### src/rtl/pll_reset_seq.sv
// Reset sequencer behind sys_pll: pulses the PLL reset, waits for stable lock, then releases
// the memory, system and video domain resets in order. Re-arms on lock loss or lock timeout.
module pll_reset_seq #(
    parameter int PLL_RST_CYCLES     = 4,
    parameter int LOCK_STABLE_CYCLES = 1024,
    parameter int STAGE_GAP          = 16,
    parameter int RELOCK_TIMEOUT     = 1048576,
    parameter int CNT_W              = 21
) (
    input  logic       refclk,
    input  logic       rst,
    input  logic       pll_locked,
    input  logic       mem_ready,
    output logic       pll_rst,
    output logic       mem_rst,
    output logic       sys_rst,
    output logic       vid_rst,
    output logic       ready,
    output logic [7:0] lock_loss_cnt
);

    localparam longint CNT_MAX = (64'sd1 <<< CNT_W) - 64'sd1;

    if (longint'(PLL_RST_CYCLES) > CNT_MAX || longint'(LOCK_STABLE_CYCLES) > CNT_MAX ||
        longint'(STAGE_GAP) > CNT_MAX || longint'(RELOCK_TIMEOUT) > CNT_MAX) begin : g_param_err
        $error("pll_reset_seq: cycle parameter does not fit in CNT_W bits");
    end

    localparam logic [CNT_W-1:0] PLL_LAST    = CNT_W'(PLL_RST_CYCLES - 1);
    localparam logic [CNT_W-1:0] STABLE_LAST = CNT_W'(LOCK_STABLE_CYCLES - 1);
    localparam logic [CNT_W-1:0] GAP_LAST    = CNT_W'(STAGE_GAP - 1);
    localparam logic [CNT_W-1:0] TMO_LAST    = CNT_W'(RELOCK_TIMEOUT - 1);

    typedef enum logic [2:0] {
        S_PLLRST, S_WAITLOCK, S_STABLE, S_MEM, S_SYS, S_VID, S_RUN
    } state_t;

    state_t           state, state_nxt;
    logic [CNT_W-1:0] cnt, cnt_nxt;
    logic             locked_s1, locked_s, ready_s1, ready_s;
    logic             lock_loss;

    always_ff @(posedge refclk or posedge rst) begin
        if (rst) begin
            locked_s1 <= 1'b0;
            locked_s  <= 1'b0;
            ready_s1  <= 1'b0;
            ready_s   <= 1'b0;
        end else begin
            locked_s1 <= pll_locked;
            locked_s  <= locked_s1;
            ready_s1  <= mem_ready;
            ready_s   <= ready_s1;
        end
    end

    always_comb begin
        state_nxt = state;
        cnt_nxt   = cnt + 1'b1;
        lock_loss = 1'b0;
        case (state)
            S_PLLRST:
                if (cnt == PLL_LAST) begin
                    state_nxt = S_WAITLOCK;
                    cnt_nxt   = '0;
                end
            S_WAITLOCK:
                if (locked_s) begin
                    state_nxt = S_STABLE;
                    cnt_nxt   = '0;
                end else if (cnt == TMO_LAST) begin
                    state_nxt = S_PLLRST;
                    cnt_nxt   = '0;
                end
            S_STABLE:
                if (!locked_s) begin
                    state_nxt = S_WAITLOCK;
                    cnt_nxt   = '0;
                end else if (cnt == STABLE_LAST) begin
                    state_nxt = S_MEM;
                    cnt_nxt   = '0;
                end
            S_MEM:
                if (ready_s && cnt >= GAP_LAST) begin
                    state_nxt = S_SYS;
                    cnt_nxt   = '0;
                end else if (cnt == TMO_LAST) begin
                    state_nxt = S_PLLRST;
                    cnt_nxt   = '0;
                end
            S_SYS:
                if (cnt == GAP_LAST) begin
                    state_nxt = S_VID;
                    cnt_nxt   = '0;
                end
            S_VID:
                if (cnt == GAP_LAST) begin
                    state_nxt = S_RUN;
                    cnt_nxt   = '0;
                end
            S_RUN:
                cnt_nxt = cnt;
            default: begin
                state_nxt = S_PLLRST;
                cnt_nxt   = '0;
            end
        endcase
        // Lock loss after the first release overrides any stage advance above.
        if (state inside {S_MEM, S_SYS, S_VID, S_RUN} && !locked_s) begin
            state_nxt = S_WAITLOCK;
            cnt_nxt   = '0;
            lock_loss = 1'b1;
        end
    end

    // Outputs decode the next state so they switch on the same edge as the state register.
    always_ff @(posedge refclk or posedge rst) begin
        if (rst) begin
            state         <= S_PLLRST;
            cnt           <= '0;
            pll_rst       <= 1'b1;
            mem_rst       <= 1'b1;
            sys_rst       <= 1'b1;
            vid_rst       <= 1'b1;
            ready         <= 1'b0;
            lock_loss_cnt <= 8'd0;
        end else begin
            state   <= state_nxt;
            cnt     <= cnt_nxt;
            pll_rst <= (state_nxt == S_PLLRST);
            mem_rst <= (state_nxt inside {S_PLLRST, S_WAITLOCK, S_STABLE});
            sys_rst <= !(state_nxt inside {S_SYS, S_VID, S_RUN});
            vid_rst <= !(state_nxt inside {S_VID, S_RUN});
            ready   <= (state_nxt == S_RUN);
            if (lock_loss && lock_loss_cnt != 8'hFF)
                lock_loss_cnt <= lock_loss_cnt + 8'd1;
        end
    end

endmodule
### config.mk
export PLATFORM = sky130hd
export DESIGN_NAME = pll_reset_seq
export DESIGN_NICKNAME = d
export VERILOG_FILES = /design/src/rtl/pll_reset_seq.sv
export SDC_FILE = /design/constraint.sdc
export NUM_CORES = 1
export LEC_CHECK = 0
export ABC_AREA = 1
export BUFFER_PORTS_ARGS = -buffer_cell sky130_fd_sc_hd__buf_2
export CAP_MARGIN = 20
export CORE_MARGIN = 5
export CORE_UTILIZATION = 30
export CTS_CLUSTER_DIAMETER = 200
export DETAILED_ROUTE_END_ITERATION = 6
export MAX_ROUTING_LAYER = met4
export PLACE_DENSITY_LB_ADDON = 0.2
export SYNTH_ARGS = -nofsm -noshare
export SYNTH_HDL_FRONTEND = slang
export SYNTH_SLANG_ARGS = --single-unit
### constraint.sdc
create_clock -name refclk -period 4.1 [get_ports refclk]
set_input_delay 1.025 -clock refclk [delete_from_list [all_inputs] [get_ports refclk]]
set_output_delay 1.025 -clock refclk [all_outputs]
set_load 0.005 [all_outputs]
# ---- Word-level counts from Yosys, hierarchy flattened
# Index checks and enable logic that the tools add are counted.
dict set report totals {
  elab_cells 65
  input_bits 4
  ff_bits 41
  output_inout_bits 13
}
dict set report op_classes {
  add_sub_neg 2
  mux 20
  n_lt_le_gt_ge 1
  n_eq_ne 17
  reduce_logical 13
}
# operator n
set ops {}
lappend ops {{21-bit two-way mux} 8}
lappend ops {{21-bit one-hot mux with 6 select lines} 1}
lappend ops {{3-bit two-way mux} 9}
lappend ops {{21-bit by 1-bit adder with 21-bit output (second input constant)} 1}
lappend ops {{21-bit by 10-bit equality test with 1-bit output (second input constant)} 1}
lappend ops {{21-bit by 2-bit equality test with 1-bit output (second input constant)} 1}
lappend ops {{21-bit by 20-bit equality test with 1-bit output (second input constant)} 1}
lappend ops {{21-bit by 4-bit equality test with 1-bit output (second input constant)} 1}
lappend ops {{21-bit by 4-bit greater-or-equal comparator with 1-bit output (second input constant)} 1}
lappend ops {{3-bit one-hot mux with 7 select lines} 1}
lappend ops {{3-bit equality test (second input constant)} 6}
lappend ops {{3-bit by 2-bit equality test with 1-bit output (second input constant)} 3}
lappend ops {{8-bit by 1-bit adder with 8-bit output (second input constant)} 1}
lappend ops {{8-bit inequality test (second input constant)} 1}
lappend ops {{3-bit by 1-bit equality test with 1-bit output (second input constant)} 2}
lappend ops {{3-bit logical NOT} 2}
lappend ops {{3-bit nonzero test} 2}
lappend ops {{4-bit nonzero test} 1}
lappend ops {{1-bit logical AND} 3}
lappend ops {{1-bit logical NOT} 3}
lappend ops {{2-bit by 1-bit inequality test with 1-bit output (second input constant)} 1}
lappend ops {{2-bit nonzero test} 1}
lappend ops {{2-bit OR reduction} 1}
lappend ops {{1-bit two-way mux} 1}

# ---- Logic depth before layout (Yosys ltp)
dict set report logic_depth {
  ltp_word 8
  ltp_mapped 13
  depth_no_buf 13
}

# ---- Worst setup path before layout
# Ideal clock, no wire load.
dict set report synth_timing {
  kind {register to register}
  start {reg cnt[0]}
  end {reg cnt[10]}
  synth_period_minus_slack_ns 1.742
  arrival_time_ns 1.664
  n_path_buf 1
  setup_time_ns 0.078
  path_slack_ns 2.358
  stages_incl_launch_ff 14
  required_ns 4.022
  cell_sequence {dfrtp_1 -> ha_1 -> nand3_1 -> nand3_1 -> nor2_1 -> nand3_2 -> nand2_2 -> nand2_1 -> nand2_1 -> nand2_2 -> nand2_2 -> buf_6 -> nand3_2 -> o21ai_1}
}
dict set report synth_via {
  elab_chain_len 5
  elab_cells_between_ends 16
  cone_classes {add/sub: 1; order compare: 1; eq/ne: 4; mux: 9; reduce/logical: 1}
}
# element line
set synth_lines {}
lappend synth_lines {{start, declared} 39} ;# logic [CNT_W-1:0] cnt, cnt_nxt;
lappend synth_lines {{start signal, assigned} 129} ;# cnt <= cnt_nxt;
lappend synth_lines {{21-bit by 1-bit adder with 21-bit output (tied with other cells)} 59} ;# cnt_nxt = cnt + 1'b1;
lappend synth_lines {{21-bit two-way mux (tied with other cells)} {71, 87}}
lappend synth_lines {{21-bit two-way mux, on equally long branches} {84, 68, 76}}
lappend synth_lines {{21-bit one-hot mux with 6 select lines (*)} 61} ;# case (state)
lappend synth_lines {{21-bit two-way mux (*)} 109} ;# if (state inside {S_MEM, S_SYS, S_VID, S_RUN} && !locked_s) begin
# Mark *: on every way between the ends. The rest lies on a longest branch, timed or not.
# A chain may end at the register's enable or synchronous reset.

# ---- Worst setup path after layout
dict set report layout_timing {
  start {reg cnt[0]}
  end {reg cnt[12]}
}
# Same word-level chain as after synthesis.

==> impl_metrics.tcl <==
set metrics [dict create \
    status "complete, no violations" \
    nets 370 \
    top_register "cnt" \
    design_area_mm2 0.00300 \
    rsz0062_at_grt "no" \
    ant_nets 0 \
    grt_overflow 0 \
    cp_cell_sequence "ha_1 > nand3_1 > nand3_1 > nor2_1 > nand3_2 > nand2_2 > nand2_1 > nand2_1 > nand2_2 > nand2_2 > nand3_2 > o21ai_2" \
    synth_ff_type "dfrtp_1" \
    drt-vias-per-instance 4.78 \
    cpMaxStageDelayCell "dfrtp_1" \
    reg.largest.list "cnt (21), lock_loss_cnt (8), state (3)" \
    synth.distinct_cells 34 \
    clockBufferDepth 2 \
    io_buffers 16 \
    cts_root_buf "clkbuf_8" \
    seq_area_frac_synth 0.381 \
    crit_buf_inv 0 \
    die_w_um 105 \
    num_rows 34 \
    cp_slowest_stage_delay_ns 0.46 \
    dieArea_mm2 0.0110 \
    synth_common_cells "nand2_1 (74), inv_1 (42), dfrtp_1 (37)" \
    clk_pin_slew_ns 0.09 \
    synthArstFlopShare 1.00 \
    post-route-period-util 0.560 \
    initial_utilization 0.309 \
    min_path_cells 0 \
    antenna_found_initial 0 \
    first_pass_iters 4 \
    hold-worst-slack_ns 0.357 \
    cts_made_buffers 5 \
    layout-drive-gt1-share 0.227 \
    cts_sinks 41 \
    arrival_ns 2.51 \
    ys_seq_elements 41 \
    fin_util 0.343 \
    rr_endpoint "cnt[12]" \
    tns_ns 0 \
    fillerInstances 964 \
    cts_tree "yes" \
    ios 17 \
    num_vias 2259 \
    htreeDepth 2 \
    worstHoldPathType "reg -> reg" \
    rrSetupSlack_ns 1.80 \
    power.leakage_nw 1.46 \
    worst_setup_path_start_kind "flip-flop" \
    antenna_cells 0 \
    syn_area_mm2 0.00271 \
    netlist_instances 345 \
    hold_violations 0 \
    power_mw 1.25 \
    max-cap-violations 0 \
    drc 0 \
    largest_reg_flops 21 \
    yosys-top-cells-area "dfrtp_1 (34%), nand2_1 (10%), nand3_2 (7.0%), inv_1 (5.8%), xor2_1 (5.2%)" \
    drv_slew 0 \
    fin_worst_skew_ns 0.00678 \
    worstHoldStart "locked_s1" \
    cp-end-kind "flip-flop" \
    grt_pass1_vias 2305 \
    area_delta_synth_final_pct 10.9 \
    worstRegToRegCells 12 \
    fmax_ghz 0.435 \
    clock_latency_ns 0.30 \
    grt_max_degree 42 \
    dp_hpwl_um 4570 \
    grt_usage 0.124 \
    yosysMostFrequentCell "nand2_1" \
    crit_top_cell "nand2_2" \
    critPathRequiredTime_ns 4.32 \
    min_to "locked_s" \
    globalplace.congestion 0.856 \
    max_slew_margin 0.577 \
    synth_top_area_frac 0.342 \
    period_minus_slack_ns 2.30 \
    synth_area_leader_cell "dfrtp_1" \
    wire_per_inst_um 13.1 \
    crit_family "simple AND/OR/NAND/NOR gates" \
    wl_um 6180 \
    postSynthAreaPerCell_um2 7.85 \
    r2r_start "cnt[0]" \
    yosysWarningCount 0 \
    drt-initial-drc-count 121 \
    critPathKind "reg -> reg" \
    post_cts_resized 0 \
    post-cts-setup-buffers 0 \
    postPlaceCellArea_mm2 0.00288 \
    synth_nets 351 \
    setup_viol_count_final 0 \
    synth-edff-count 0 \
    grt_pass1_wl_um 11200 \
    fp.coreArea_mm2 0.00876 \
    cp_max_fo 20 \
    power_density_mw_per_mm2 415 \
    ctsHoldBuffers 0 \
    ir_worst_vdd_uv 238 \
    worst_pin_slew_ns 0.633 \
    die_h_um 105 \
]
-- worst max-delay path by stage --
stage | to | cells after the start | start | slack, ns
after global placement | cnt[2] | 12 | cnt[0] | 1.83
after CTS | cnt[12] | 12 | cnt[0] | 1.79
after detailed placement | cnt[12] | 12 | cnt[0] | 1.80
final | cnt[12] | 12 | cnt[0] | 1.80
after floorplan | cnt[0] | 1 | rst | 2.14
after global routing | cnt[12] | 12 | cnt[0] | 1.56
-- logic make-up after synthesis --
group	after synthesis	synth area share
flip-flops	41	0.381
AO/OA/AOI/OAI	25	0.0518
XOR/XNOR	17	0.0550
buffers and inverters	53	0.0873
AND/OR/NAND/NOR	207	0.416
adder cells (fa/ha/maj)	2	0.00924
-- cell usage in the layout, fill, tap and decap left out, types with 3 or more instances in the layout --
cell type and n:
inv_1 41, nor3_1 14, nand4_1 12, nor3_2 4, o21ai_1 12, buf_2 16, a21oi_1 6, nand3_2 19
dfrtp_1 37, inv_4 3, xor2_1 16, nor2_2 8, dfstp_2 4, nand3b_1 4, nand3_1 25, clkbuf_8 6
nor2_4 3, nand2_2 8, nand2_1 74, nor2_1 30
-- per-layer routing --
metal  share of wire  GRT usage  vias to the layer above
li1                -          -                     1152
met1            0.47      0.159                     1062
met2            0.48      0.203                       37
met3           0.031     0.0210                        8
met4           0.013     0.0347                        0
met5               0          -                        -
-- stage by stage --
step / setup WS [ns] / instances
6_report: 1.80 / 473
5_1_grt: 1.56 / 473
4_1_cts: 1.79 / 473
3_5_place_dp: 1.80 / 465
3_3_place_gp: 1.83 / 465
2_1_floorplan: 2.14 / 345
-- where the power goes --
part | internal [mW] | switching [mW]
logic | 0.123 | 0.256
registers | 0.457 | 0.0596
clock network | 0.198 | 0.152
total | 0.778 | 0.468
-- cell type report --
type	count	area [µm²]	area share
repair buffers	17	87.6	0.0292
clock buffers	6	82.6	0.0275
well taps	108	135	0.0450
flip-flops and latches	41	1030	0.343
multi-input cells	251	1440	0.480
inverters	48	188	0.0625
clock inverters	2	37.5	0.0125
(Power assumes the default switching activity.)
